**config.mk**
```make
export PLATFORM = sky130hd
export DESIGN_NAME = uart_rx
export DESIGN_NICKNAME = d
export VERILOG_FILES = /design/src/rtl/uart_rx.sv
export SDC_FILE = /design/constraint.sdc
export NUM_CORES = 1
export LEC_CHECK = 0
export CORE_MARGIN = 2
export CORE_UTILIZATION = 47
export DETAILED_ROUTE_END_ITERATION = 8
export GPL_TIMING_DRIVEN = 1
export MAX_ROUTING_LAYER = met4
export PLACE_DENSITY = 0.73
export RECOVER_POWER = 25
export SETUP_SLACK_MARGIN = 0.02
export SKIP_LAST_GASP = 1
export SLEW_MARGIN = 5
export SYNTH_ARGS = -nofsm -noshare
export SYNTH_HDL_FRONTEND = slang
export SYNTH_SLANG_ARGS = --single-unit
```
**constraint.sdc**
```tcl
create_clock -name clk -period 1.7 [get_ports clk]
set_clock_uncertainty 0.15 [all_clocks]
set_input_delay 0.34 -clock clk [delete_from_list [all_inputs] [get_ports clk]]
set_output_delay 0.34 -clock clk [all_outputs]
set_load 0.02 [all_outputs]
```
**src/rtl/uart_rx.sv**
```systemverilog
// Serial byte receiver: start / 8 data (LSB first) / stop, sampled mid-bit,
// delivered on a valid/ready port with registered framing and overrun pulses.
module uart_rx #(
    parameter int CLKS_PER_BIT = 1,
    parameter int SYNC_STAGES  = 2
) (
    input  logic       clk,
    input  logic       rst,
    input  logic       rx,
    output logic [7:0] rx_data,
    output logic       rx_valid,
    input  logic       rx_ready,
    output logic       busy,
    output logic       framing_err,
    output logic       overrun_err
);

    localparam int HALF = (CLKS_PER_BIT - 1) / 2;
    localparam int CW   = (CLKS_PER_BIT > 1) ? $clog2(CLKS_PER_BIT) : 1;
    localparam bit HALF_ZERO = (HALF == 0);

    localparam logic [CW-1:0] CNT_ZERO  = CW'(0);
    localparam logic [CW-1:0] CNT_ONE   = CW'(1);
    localparam logic [CW-1:0] CNT_BIT   = CW'(CLKS_PER_BIT - 1);
    // START counts down one less than HALF so confirmation lands on the HALF-th edge after entry
    localparam logic [CW-1:0] CNT_START = CW'((HALF > 0) ? (HALF - 1) : 0);

    localparam logic [2:0] ST_IDLE      = 3'd0;
    localparam logic [2:0] ST_START     = 3'd1;
    localparam logic [2:0] ST_DATA      = 3'd2;
    localparam logic [2:0] ST_STOP      = 3'd3;
    localparam logic [2:0] ST_WAIT_HIGH = 3'd4;

    logic [SYNC_STAGES-1:0] sync_q, sync_d;
    logic [2:0]             state_q, state_d;
    logic [CW-1:0]          cnt_q, cnt_d;
    logic [2:0]             bit_q, bit_d;
    logic [7:0]             shift_q, shift_d;
    logic [7:0]             data_q, data_d;
    logic                   valid_q, valid_d;
    logic                   busy_q, busy_d;
    logic                   ferr_q, ferr_d;
    logic                   oerr_q, oerr_d;
    logic                   rx_s;

    assign rx_s = sync_q[SYNC_STAGES-1];

    // Synchroniser chain next-state: rx enters at stage 0
    always_comb begin
        sync_d[0] = rx;
        for (int i = 1; i < SYNC_STAGES; i++) begin
            sync_d[i] = sync_q[i-1];
        end
    end

    // Receive FSM, shift register and output handshake next-state
    always_comb begin
        state_d = state_q;
        cnt_d   = cnt_q;
        bit_d   = bit_q;
        shift_d = shift_q;
        data_d  = data_q;
        ferr_d  = 1'b0;
        oerr_d  = 1'b0;
        if (valid_q && rx_ready) begin
            valid_d = 1'b0;
        end else begin
            valid_d = valid_q;
        end

        case (state_q)
            ST_IDLE: begin
                if (!rx_s) begin
                    if (HALF_ZERO) begin
                        state_d = ST_DATA;
                        cnt_d   = CNT_BIT;
                        bit_d   = 3'd0;
                    end else begin
                        state_d = ST_START;
                        cnt_d   = CNT_START;
                    end
                end else begin
                    state_d = ST_IDLE;
                end
            end
            ST_START: begin
                if (cnt_q == CNT_ZERO) begin
                    if (rx_s) begin
                        state_d = ST_IDLE;
                    end else begin
                        state_d = ST_DATA;
                        cnt_d   = CNT_BIT;
                        bit_d   = 3'd0;
                    end
                end else begin
                    cnt_d = cnt_q - CNT_ONE;
                end
            end
            ST_DATA: begin
                if (cnt_q == CNT_ZERO) begin
                    shift_d = {rx_s, shift_q[7:1]};
                    cnt_d   = CNT_BIT;
                    if (bit_q == 3'd7) begin
                        state_d = ST_STOP;
                    end else begin
                        bit_d = bit_q + 3'd1;
                    end
                end else begin
                    cnt_d = cnt_q - CNT_ONE;
                end
            end
            ST_STOP: begin
                if (cnt_q == CNT_ZERO) begin
                    if (rx_s) begin
                        state_d = ST_IDLE;
                        // A pending byte being accepted this edge frees the slot for the new one
                        if (!valid_q || rx_ready) begin
                            data_d  = shift_q;
                            valid_d = 1'b1;
                        end else begin
                            oerr_d = 1'b1;
                        end
                    end else begin
                        ferr_d  = 1'b1;
                        state_d = ST_WAIT_HIGH;
                    end
                end else begin
                    cnt_d = cnt_q - CNT_ONE;
                end
            end
            ST_WAIT_HIGH: begin
                if (rx_s) begin
                    state_d = ST_IDLE;
                end else begin
                    state_d = ST_WAIT_HIGH;
                end
            end
            default: begin
                state_d = ST_IDLE;
            end
        endcase

        busy_d = (state_d != ST_IDLE);
    end

    // State and output registers
    always_ff @(posedge clk or posedge rst) begin
        if (rst) begin
            sync_q  <= {SYNC_STAGES{1'b1}};
            state_q <= ST_IDLE;
            cnt_q   <= CNT_ZERO;
            bit_q   <= 3'd0;
            shift_q <= 8'd0;
            data_q  <= 8'd0;
            valid_q <= 1'b0;
            busy_q  <= 1'b0;
            ferr_q  <= 1'b0;
            oerr_q  <= 1'b0;
        end else begin
            sync_q  <= sync_d;
            state_q <= state_d;
            cnt_q   <= cnt_d;
            bit_q   <= bit_d;
            shift_q <= shift_d;
            data_q  <= data_d;
            valid_q <= valid_d;
            busy_q  <= busy_d;
            ferr_q  <= ferr_d;
            oerr_q  <= oerr_d;
        end
    end

    assign rx_data     = data_q;
    assign rx_valid    = valid_q;
    assign busy        = busy_q;
    assign framing_err = ferr_q;
    assign overrun_err = oerr_q;

endmodule

```
; ---- Yosys cells after proc, flatten, opt, wreduce, memory -nomap -nowiden
; Cells that the tools add are included.
[totals]
regBits = 29
in_bits = 4
out_inout_bits = 12
word_cells = 61
[op_classes]
add_sub_neg = 2
n_eq_ne = 9
mux = 27
bitwise_logic = 1
n_reduce_logical = 12
[ops]
columns = op, n
row1 = $mux W3, 9
row2 = $pmux W3 S5, 1
row3 = $mux W1, 14
row4 = $pmux W3 S3, 1
row5 = $ne A2 B2 Y1 const B, 4
row6 = $reduce_and A4 Y1, 2
row7 = $eq A3 B2 Y1 const B, 2
row8 = $eq A3 B3 Y1 const B, 2
row9 = $reduce_bool A3 Y1, 2
row10 = $reduce_and A2 Y1, 2
row11 = $add A3 B1 Y3 const B, 1
row12 = $eq A3 B1 Y1 const B, 1
row13 = $logic_not A3 Y1, 1
row14 = $reduce_or A3 Y1, 1
row15 = $mux W2, 1
row16 = $pmux W1 S2, 1
row17 = $reduce_bool A2 Y1, 1
row18 = $logic_and A1 B1 Y1, 1
row19 = $logic_not A1 Y1, 1
row20 = $logic_or A1 B1 Y1, 1
row21 = $not A1 Y1, 1
row22 = $sub A1 B1 Y1 const B, 1

; ---- Depth between registers and ports, before layout
[logic_depth]
ltp_word = 6
depth_mapped = 5
mapped_depth_nobuf = 5

; ---- Worst setup path before layout
; OpenSTA, ideal clock, no wires.
[synth_path]
path_kind = reg-to-reg
from = register bit_q[0]
to = register bit_q[0]
setup_time_ns = 0.125
t_arrival_ns = 1.382
required_ns = 1.425
slack_ns = 0.043
path_stages_with_launch = 6
n_path_buf = 0
period_less_slack_ns = 1.657
path_cell_list = dfrtp_1 -> ha_1 -> ha_1 -> nor4b_4 -> nor2_1 -> mux2_2
[synth_between]
elab_chain_len = 4
elab_cells_between_ends = 9
cone_classes = 1 x add/sub / 2 x eq/ne / 5 x mux / 1 x reduce/logical
[synth_lines]
columns = item, line
row1 = from (decl), 37  ; logic [2:0] bit_q, bit_d;
row2 = from (signal assigned), 163  ; bit_q <= bit_d;
row3 = $add A3 B1 Y3, 106  ; bit_d = bit_q + 3'd1;
row4 = $mux W3, 103  ; if (bit_q == 3'd7) begin
row5 = $mux W3, 100  ; if (cnt_q == CNT_ZERO) begin
row6 = $pmux W3 S3, 71  ; case (state_q)
; Several ways; a longest one is shown, not always the timed one. The select of a mux whose other input is x is not followed.
; A chain may end at the register's enable or synchronous reset.

; ---- Worst setup path in the final report
[layout_path]
from = register bit_q[1]
to = register bit_q[0]
[layout_between]
elab_chain_len = 3
[layout_lines]
columns = item, line
row1 = $eq A3 B3 Y1, 103
row2 = $ne A2 B2 Y1 (no source line), n/a
row3 = $reduce_and A4 Y1 (no source line), n/a
; Every way passes these cells.

==> impl_metrics.tcl <==
set metrics [dict create \
    outcome "finished clean" \
    initialDrtViolationCount 6 \
    grt_pass1_vias 614 \
    p_leak_nw 0.696 \
    rsz0062_at_grt "yes" \
    diodes 0 \
    setup.worst_path.class "reg2reg" \
    setup_tns_ps 0 \
    slew-limit-headroom_pct 56.6 \
    min_period_ps 1630 \
    hold_path_class "reg2reg" \
    cpPeakStageDelay_ps 420 \
    viasPerCell 5.12 \
    grt-ovfl-total 0 \
    routed_wl_um 1710 \
    final_layout_size_suffix_gt1_share_pct 42.3 \
    cts_tree "yes" \
    core_um2 2250 \
    final_cell_mix "26 x dfrtp_1, 12 x dlygate4sd2_1, 9 x mux2_4, 8 x mux2_2, 8 x buf_4" \
    layout_commonest_cell "dfrtp_1" \
    maxCapViolations 0 \
    ys_warn_count 0 \
    hold_viol 0 \
    slew_viol_final 0 \
    placed_area_um2 1370 \
    clock_latency_ps 330 \
    ys_types 22 \
    syn_to_final_growth_pct 27.6 \
    power_density_nw_per_um2 1870 \
    wl_per_cell_um 13.7 \
    cts_max_path_buffers 2 \
    path_cells "ha_2 > ha_4 > nor4b_4 > nor2_2 > mux2_4" \
    startpoint_type "register" \
    nets 104 \
    drc 0 \
    ant_nets 0 \
    grt_max_degree 29 \
    ir_drop_uv 976 \
    hpwl_um 1210 \
    start_util_pct 50.2 \
    required_ps 1770 \
    path_clk_slew_ps 150 \
    finalCritPeriodShare_pct 95.9 \
    ys_seq_elements 28 \
    grt_usage_pct 15.4 \
    io_buffer_count 15 \
    cts_inserted_buffers 3 \
    synthCells 70 \
    die_w_um 53.1 \
    route.vias.total 640 \
    ys_seq_area_share_pct 62.1 \
    antenna_found_initial 0 \
    die-height_um 53.1 \
    fmax_mhz 613 \
    cp_max_fo 3 \
    htree_levels 1 \
    fin_area_um2 1450 \
    clock-root-buffer "clkbuf_4" \
    std_cell_rows 17 \
    setup_violations 0 \
    drt_pre_antenna_iters 3 \
    die_area_um2 2820 \
    critical_path_arrival_ps 1700 \
    synth_area_per_cell_um2 16.2 \
    holdBufCountCts 0 \
    synthesis.area_um2 1130 \
    syn-num-nets 76 \
    grt_pass1_wl_um 2880 \
    worst_slew_pin_slew_ps 651 \
    endpoint_kind "register" \
    io_pins 16 \
    gp_congestion 0.779 \
    slowest_stage "dfrtp_1" \
    clock_sinks 28 \
]
==> cells in the mapped netlist <==
master	n	share of area, %
buf_2	1	0.44
nand2_1	2	0.66
dfstp_2	2	4.6
nor2_1	3	0.99
nor3b_4	1	1.7
dfrtp_1	26	57
a22o_1	2	1.5
nor3_1	2	0.88
and2_1	1	0.55
inv_1	1	0.33
a211oi_1	1	0.66
nor2b_2	1	0.77
nand4b_2	1	1.3
o22a_2	1	0.88
buf_6	1	0.99
nor2b_1	1	0.55
mux2_4	8	11
o21bai_1	1	0.66
nand2b_1	2	1.1
ha_1	2	2.2
nor4b_4	1	2.1
mux2_2	9	9.0
==> stage by stage <==
step	utilization, %	hold slack, ps	worst slack (ps)	total power, mW	instances
floorplan	-	194	43.0	1.85	70
global placement	60.9	197	-108	2.23	119
detailed placement	60.9	198	-117	2.29	119
CTS	63.3	212	23.2	2.67	124
global route	64.1	222	6.96	2.88	125
finish	64.1	217	69.5	2.70	125
==> where the power goes <==
group	internal [mW]	switching [mW]	total (mW)
combinational	0.688	0.465	1.15
clock	0.239	0.187	0.426
sequential	0.936	0.180	1.12
==> critical path: cells and delay by family, from the launching register on <==
family | cells | cell delay [ps]
flops | 1 | 420
fa+ha+maj | 2 | 360
simple gates | 2 | 340
mux | 1 | 260
==> layout make-up <==
cell class	instances	area [µm²]
clock buffer	3	22.5
fill	189	810
tap	28	35.0
clock inverter	1	30.0
sequential	28	703
multi-input combinational	39	430
inverter	1	3.75
timing repair buffer	25	220
==> kinds of logic (layout without fill, tap and decap cells) <==
group	after synthesis	in the layout	synth area share [%]
AO/OA/AOI/OAI	5	5	3.76
adder cells (fa/ha/maj)	2	2	2.21
buffers and inverters	3	30	1.77
flip-flops	28	28	62.1
multiplexers	17	17	19.6
AND/OR/NAND/NOR	15	15	10.6
==> flip-flops by register name, indices dropped and copies added, names as in the netlist <==
register and flops:
state_q 3, busy 1, shift_q 8, overrun_err 1, sync_q 2, rx_valid 1, bit_q 3, framing_err 1
rx_data 8
==> timing repair <==
action,CTS,global route
resized for setup,15,2
endpoints found under the setup margin,13,1
hold endpoints to repair,0,0
setup buffers,1,1
pin swaps,2,3
==> per-layer routing <==
metal | share of wire [%] | GRT usage [%] | up-vias
met5 | 0 | - | -
met4 | 3.4 | 11.5 | 0
met3 | 4.3 | 1.69 | 4
met2 | 50 | 24.2 | 14
met1 | 43 | 18.4 | 324
li1 | - | - | 298
==> worst paths after layout <==
| check | startpoint | end | slack (ps) | depth (start not counted) |
|---|---|---|---|---|
| max | bit_q[1] | bit_q[0] | 70 | 5 |
| min | sync_q[0] | sync_q[1] | 220 | 0 |
| max reg2reg | bit_q[1] | bit_q[0] | 70 | 5 |
| min reg2reg | sync_q[0] | sync_q[1] | 220 | 0 |
| max in group asynchronous | rst | shift_q[6] | 520 | 3 |
| min in group asynchronous | rst | rx_data[7] | 460 | 3 |
Power figures use the tool's default switching activity.
==> variant 1, RTL diff (same flow settings) <==
`data_q` no longer has a reset.
--- a/src/rtl/uart_rx.sv
+++ b/src/rtl/uart_rx.sv
@@ -151,7 +151,6 @@
             cnt_q   <= CNT_ZERO;
             bit_q   <= 3'd0;
             shift_q <= 8'd0;
-            data_q  <= 8'd0;
             valid_q <= 1'b0;
             busy_q  <= 1'b0;
             ferr_q  <= 1'b0;
@@ -162,12 +161,15 @@
             cnt_q   <= cnt_d;
             bit_q   <= bit_d;
             shift_q <= shift_d;
-            data_q  <= data_d;
             valid_q <= valid_d;
             busy_q  <= busy_d;
             ferr_q  <= ferr_d;
             oerr_q  <= oerr_d;
         end
+    end
+
+    always_ff @(posedge clk) begin
+        data_q <= data_d;
     end
 
     assign rx_data     = data_q;
Function: same outputs for any inputs over 10 cycles, from zero or initial values and one cycle with rst high; that may be too few to reach the edited logic, so the function may still have changed.
==> variant 1 against the original RTL <==
  * Sequential cell count is the same
  * Cell area fell by 9.9%
  * Synthesized area is 9.4% lower
  * Hold slack lost 0.0026 ns
  * Critical path depth did not move
  * Maximum frequency rose by 0.86%
  * Global-route usage is 3.3 points lower
  * Largest cell class unchanged
  * Utilization is 0.97 points higher
  * Total power decreased by 20%
  * Wire length is 25% lower
  * Sequential power is 5% lower
  * Sequential share of layout area up 8.4 points
  * Setup slack gained 0.014 ns
==> variant 1: results (changes against the original RTL) <==
* Outcome: finished, final reports clean (unchanged)
* Power Clock at 0.420 mW (was 0.426 mW)
* Met2 wire len at 542 microns (was 850 microns)
* Final Net Count at 90 (was 104)
* Area post-placement at 1240 sq um (was 1374 sq um)
* Pwr per Cell Area at 1665 nW/um^2 (was 1865 nW/um^2)
* Number of enable flip-flop cells after synthesis at 8 (was 0)
* Pre-antenna DRT Iters at 4 (was 3)
* Max rail drop VDD at 1063 uV (was 975.5 uV)
* Grt met1 use at 17.64% (was 18.37%)
* Mux cell area share after synthesis at 9.878% (was 19.56%)
* Initial antenna violation count at 0 (unchanged)
* Clock slew at reported path FFs at 0.14 ns
* Post-Synth Adder-Cell Area at 2.439% (was 2.210%)
* Comb power at 0.692 mW (was 1.15 mW)
* Seq area share at 57.06% (was 48.66%)
* Post-DP HPWL at 917.3 microns (was 1.209 mm)
* Sw Share at 27.14% (was 30.91%)
* WP data arrival at 1.68 ns (was 1.70 ns)
* First-pass GRT wire length at 2.242 mm (was 2.877 mm)
* Vias/cell at 4.836 (was 5.120)
* Synth top cells by count: dfrtp_1, mux2_2, edfxtp_1, nor2_1 (was dfrtp_1, mux2_2, mux2_4, nor2_1)
* Total global routing track utilization at 12.16% (was 15.43%)
* DR iter-0 viols at 3 (was 6)
* #MultiIn Comb at 30 (was 39)
* Clkbuf count at 3 (unchanged)
* Met1 WL at 671 microns (was 728 microns)
* P_leak at 0.5604 nW (was 0.6964 nW)
* Wire per inst at 11.60 microns (was 13.70 microns)
* Multi-input logic area at 300.3 sq um (was 430.4 sq um)
* Sequential share of the synthesized area at 72.44% (was 62.10%)
* CP max stage cell: dfrtp_1 (unchanged)
* Clock Tree Buf Depth at 2 (unchanged)
* Worst stage delay on the critical path at 0.41 ns
* Mapped Nets at 65 (was 76)
* Layout cell share with drive strength beyond 1 at 30.12% (was 42.27%)
* Placer Congestion at 0.7181 (was 0.7794)
* Synth unique cells at 21 (was 22)
* Fraction of area in multi-input gates at 23.05% (was 29.78%)
* Uppermost layer routed: met4 (unchanged)
* Non-clk bufs at 20 (was 25)
* Fillers at 152 (was 189)
* Htree depth at 1 (unchanged)
* Setup slack at placement at 0.01164 ns (was -0.1172 ns)
* Seq cells at 28 (unchanged)
* Largest net degree at the start of global routing at 21 (was 29)
* GR Util met2 at 17.11% (was 24.17%)
* Vias in the first global route at 507 (was 614)
* Met3 GRT Util at 1.786% (was 1.695%)
* Clock buf/inv share at 4.035% (was 3.636%)
* Placed insts at 105 (was 119)
* Non-clk buf share at 12.97% (was 15.24%)
* Slew @ Worst Pin at 1.008 ns (was 0.6510 ns)
* Final wirelength at 1.276 mm (was 1.712 mm)
* Synth Area in Compound Gates at 3.293% (was 3.757%)
* Avg Cell Area, Syn at 17.39 sq um (was 16.18 sq um)
* Met3 routed wirelength at 53 microns (was 74 microns)
* Synth top area cells: dfrtp_1, edfxtp_1, mux2_2 (was dfrtp_1, mux2_4, mux2_2)
* Synth async-reset ratio at 71.43% (was 100.0%)
-- variant 1: cell types whose count changed in the layout (fill, tap and decap cells not counted), moves of 4 or more --
| cell | unedited run | this run |
|---|---|---|
| buf_4 | 8 | 4 |
| dfrtp_1 | 26 | 18 |
| edfxtp_1 | 0 | 8 |
| mux2_4 | 9 | 1 |
-- variant 1: worst paths after layout --
kind,startpoint,cells past startpoint,slack (ns),to
worst max-delay path,bit_q[1]$_DFFE_PP0P_,5,0.08,bit_q[0]$_DFFE_PP0P_
worst min-delay path,sync_q[0]$_DFF_PP1_,0,0.21,sync_q[1]$_DFF_PP1_
worst max register to register,bit_q[1]$_DFFE_PP0P_,5,0.08,bit_q[0]$_DFFE_PP0P_
worst min register to register,sync_q[0]$_DFF_PP1_,0,0.21,sync_q[1]$_DFF_PP1_
max in group asynchronous,rst,3,0.34,shift_q[1]$_DFFE_PP0N_
min in group asynchronous,rst,3,0.45,bit_q[2]$_DFFE_PP0P_
==> variant 2, RTL diff (config.mk and constraints unchanged) <==
Without the edit above. Change the parameter `SYNC_STAGES` from 2 to 1.
--- a/src/rtl/uart_rx.sv
+++ b/src/rtl/uart_rx.sv
@@ -2,7 +2,7 @@
 // delivered on a valid/ready port with registered framing and overrun pulses.
 module uart_rx #(
     parameter int CLKS_PER_BIT = 1,
-    parameter int SYNC_STAGES  = 2
+    parameter int SYNC_STAGES  = 1
 ) (
     input  logic       clk,
     input  logic       rst,
Formal check against the unedited RTL: not equivalent (a bounded check fails within 4 cycles, from zero or initial values and one cycle with rst high).
==> variant 2 against the original RTL <==
  * Hold slack better by 0.16 ns
  * Total power fell by 0.58%
  * Critical path depth unchanged
  * Cell area shrank 3.0%
  * Setup slack better by 0.0091 ns
  * Critical path type unchanged
  * Synthesized area down 2.3%
  * Wire length shrank 1.6%
  * Largest power group unchanged
  * Sequential cell count shrank 1
==> variant 2: results (changes against the original RTL) <==
* Hold Path Stages at 1 (was 0)
* Hold Path End: rx_data[3]$_DFFE_PP0P_ (was sync_q[1]$_DFF_PP1_)
* Met3 routed wirelength at 56 microns (was 74 microns)
* Reg2reg end: bit_q[0]$_DFFE_PP0P_ (unchanged)
* CTS Root Cell: clkbuf_4 (unchanged)
* Placer Congestion at 0.6933 (was 0.7794)
* Layout cell share with drive strength beyond 1 at 41.05% (was 42.27%)
* Final wirelength at 1.684 mm (was 1.712 mm)
* Vias in the first global route at 595 (was 614)
* Mapped Nets at 75 (was 76)
* Min-delay src: rx_data[3]$_DFFE_PP0P_ (was sync_q[0]$_DFF_PP1_)
* Slew HR at 56.39% (was 56.60%)
* RR Startpoint: bit_q[0]$_DFFE_PP0P_ (was bit_q[1]$_DFFE_PP0P_)
* Sequential share of the synthesized area at 61.20% (was 62.10%)
* Outcome: finished, final reports clean (unchanged)
* Final Net Count at 102 (was 104)
* P_leak at 0.6770 nW (was 0.6964 nW)
* Initial antenna violation count at 0 (unchanged)
* Vias/cell at 4.927 (was 5.120)
* Pre-antenna DRT Iters at 3 (unchanged)
* Max rail drop VDD at 1087 uV (was 975.5 uV)
* Met2 wire len at 789 microns (was 850 microns)
* Fillers at 173 (was 189)
* NetSw at 0.8771 mW (was 0.8331 mW)
* Ant diodes at 0 (unchanged)
* Synth async-reset ratio at 100.0% (unchanged)
* Hold_ws at 0.3736 ns (was 0.2170 ns)
* Synth top area cells: dfrtp_1, mux2_4, mux2_2 (unchanged)
* CTS Buf Count at 3 (unchanged)
* Total global routing track utilization at 14.56% (was 15.43%)
* WP data arrival at 1.69 ns
* Met1 WL at 819 microns (was 728 microns)
* Largest net degree at the start of global routing at 28 (was 29)
* Area post-placement at 1353 sq um (was 1374 sq um)
* First-pass GRT wire length at 2.732 mm (was 2.877 mm)
* Clock slew at reported path FFs at 0.15 ns (about the same)
* DR iter-0 viols at 2 (was 6)
* Post-DP HPWL at 1.139 mm (was 1.209 mm)
* Reg2Reg Setup Slack at 0.08 ns
==> variant 2: power by group through the flow <==
stage	clock (mW)	combinational [mW]	sequential (mW)
after CTS	0.287	1.26	1.10
after floorplan	0	0.692	1.22
after global routing	0.317	1.41	1.14
final	0.276	1.30	1.11
after detailed placement	0	1.30	1.13
after global placement	0	1.27	1.11
==> variant 2: repair_timing <==
action                                  4_1_cts  5_1_grt
hold buffers                                  0        0
resized for setup                            15        2
setup buffers                                 1        1
endpoints found under the setup margin       13        1
pin swaps                                     2        2
==> variant 2: metal layers <==
| metal | vias up | GRT usage (%) |
|---|---|---|
| li1 | 294 | - |
| met5 | - | - |
| met1 | 301 | 19.78 |
| met2 | 9 | 20.83 |
| met4 | 0 | 7.692 |
| met3 | 2 | 2.571 |
==> variant 2: cell families after synthesis <==
family | share of synthesized area, %
AND/OR/NAND/NOR | 10.86
buffers and inverters | 1.809
AO/OA/AOI/OAI | 3.847
multiplexers | 20.02
adder cells (fa/ha/maj) | 2.262
flip-flops | 61.20
==> variant 2: metrics by stage <==
stage	TNS [ns]	std cells	total power, mW	utilization, %	setup WS [ns]
floorplan	0	69	1.915	-	0.04296
global placement	-1.025	117	2.378	61.14	-0.1361
detailed placement	-1.286	117	2.425	61.14	-0.1648
CTS	0	122	2.653	62.50	0.02475
global route	0	123	2.870	63.35	0.009170
finish	0	123	2.680	63.35	0.07867
==> variant 2: layout make-up <==
cell class	instances	area (sq um)	area share, %
clock buffer	3	22.52	1.607
clock inverter	1	7.507	0.5357
inverter	1	3.754	0.2679
multi-input combinational	39	430.4	30.71
sequential	27	676.9	48.30
tap	28	35.03	2.500
timing repair buffer	24	225.2	16.07
==> variant 2: worst max path at each step <==
stage	slack, ns	from	depth (start not counted)	end
after global placement	-0.14	rx_ready	5	rx_data[5]$_DFFE_PP0P_
after CTS	0.02	bit_q[0]$_DFFE_PP0P_	5	bit_q[0]$_DFFE_PP0P_
after global routing	0.009	bit_q[1]$_DFFE_PP0P_	5	bit_q[0]$_DFFE_PP0P_
final	0.08	bit_q[0]$_DFFE_PP0P_	5	bit_q[0]$_DFFE_PP0P_
after detailed placement	-0.16	rx_ready	5	rx_data[1]$_DFFE_PP0P_
after floorplan	0.04	bit_q[0]$_DFFE_PP0P_	5	bit_q[0]$_DFFE_PP0P_
==> variant 2: worst max-delay path: stages, from the launching register on <==
cell and delay, ns:
dfrtp_1 0.42, ha_2 0.20, ha_4 0.16, nor4b_4 0.24
nor2_2 0.09, mux2_4 0.26
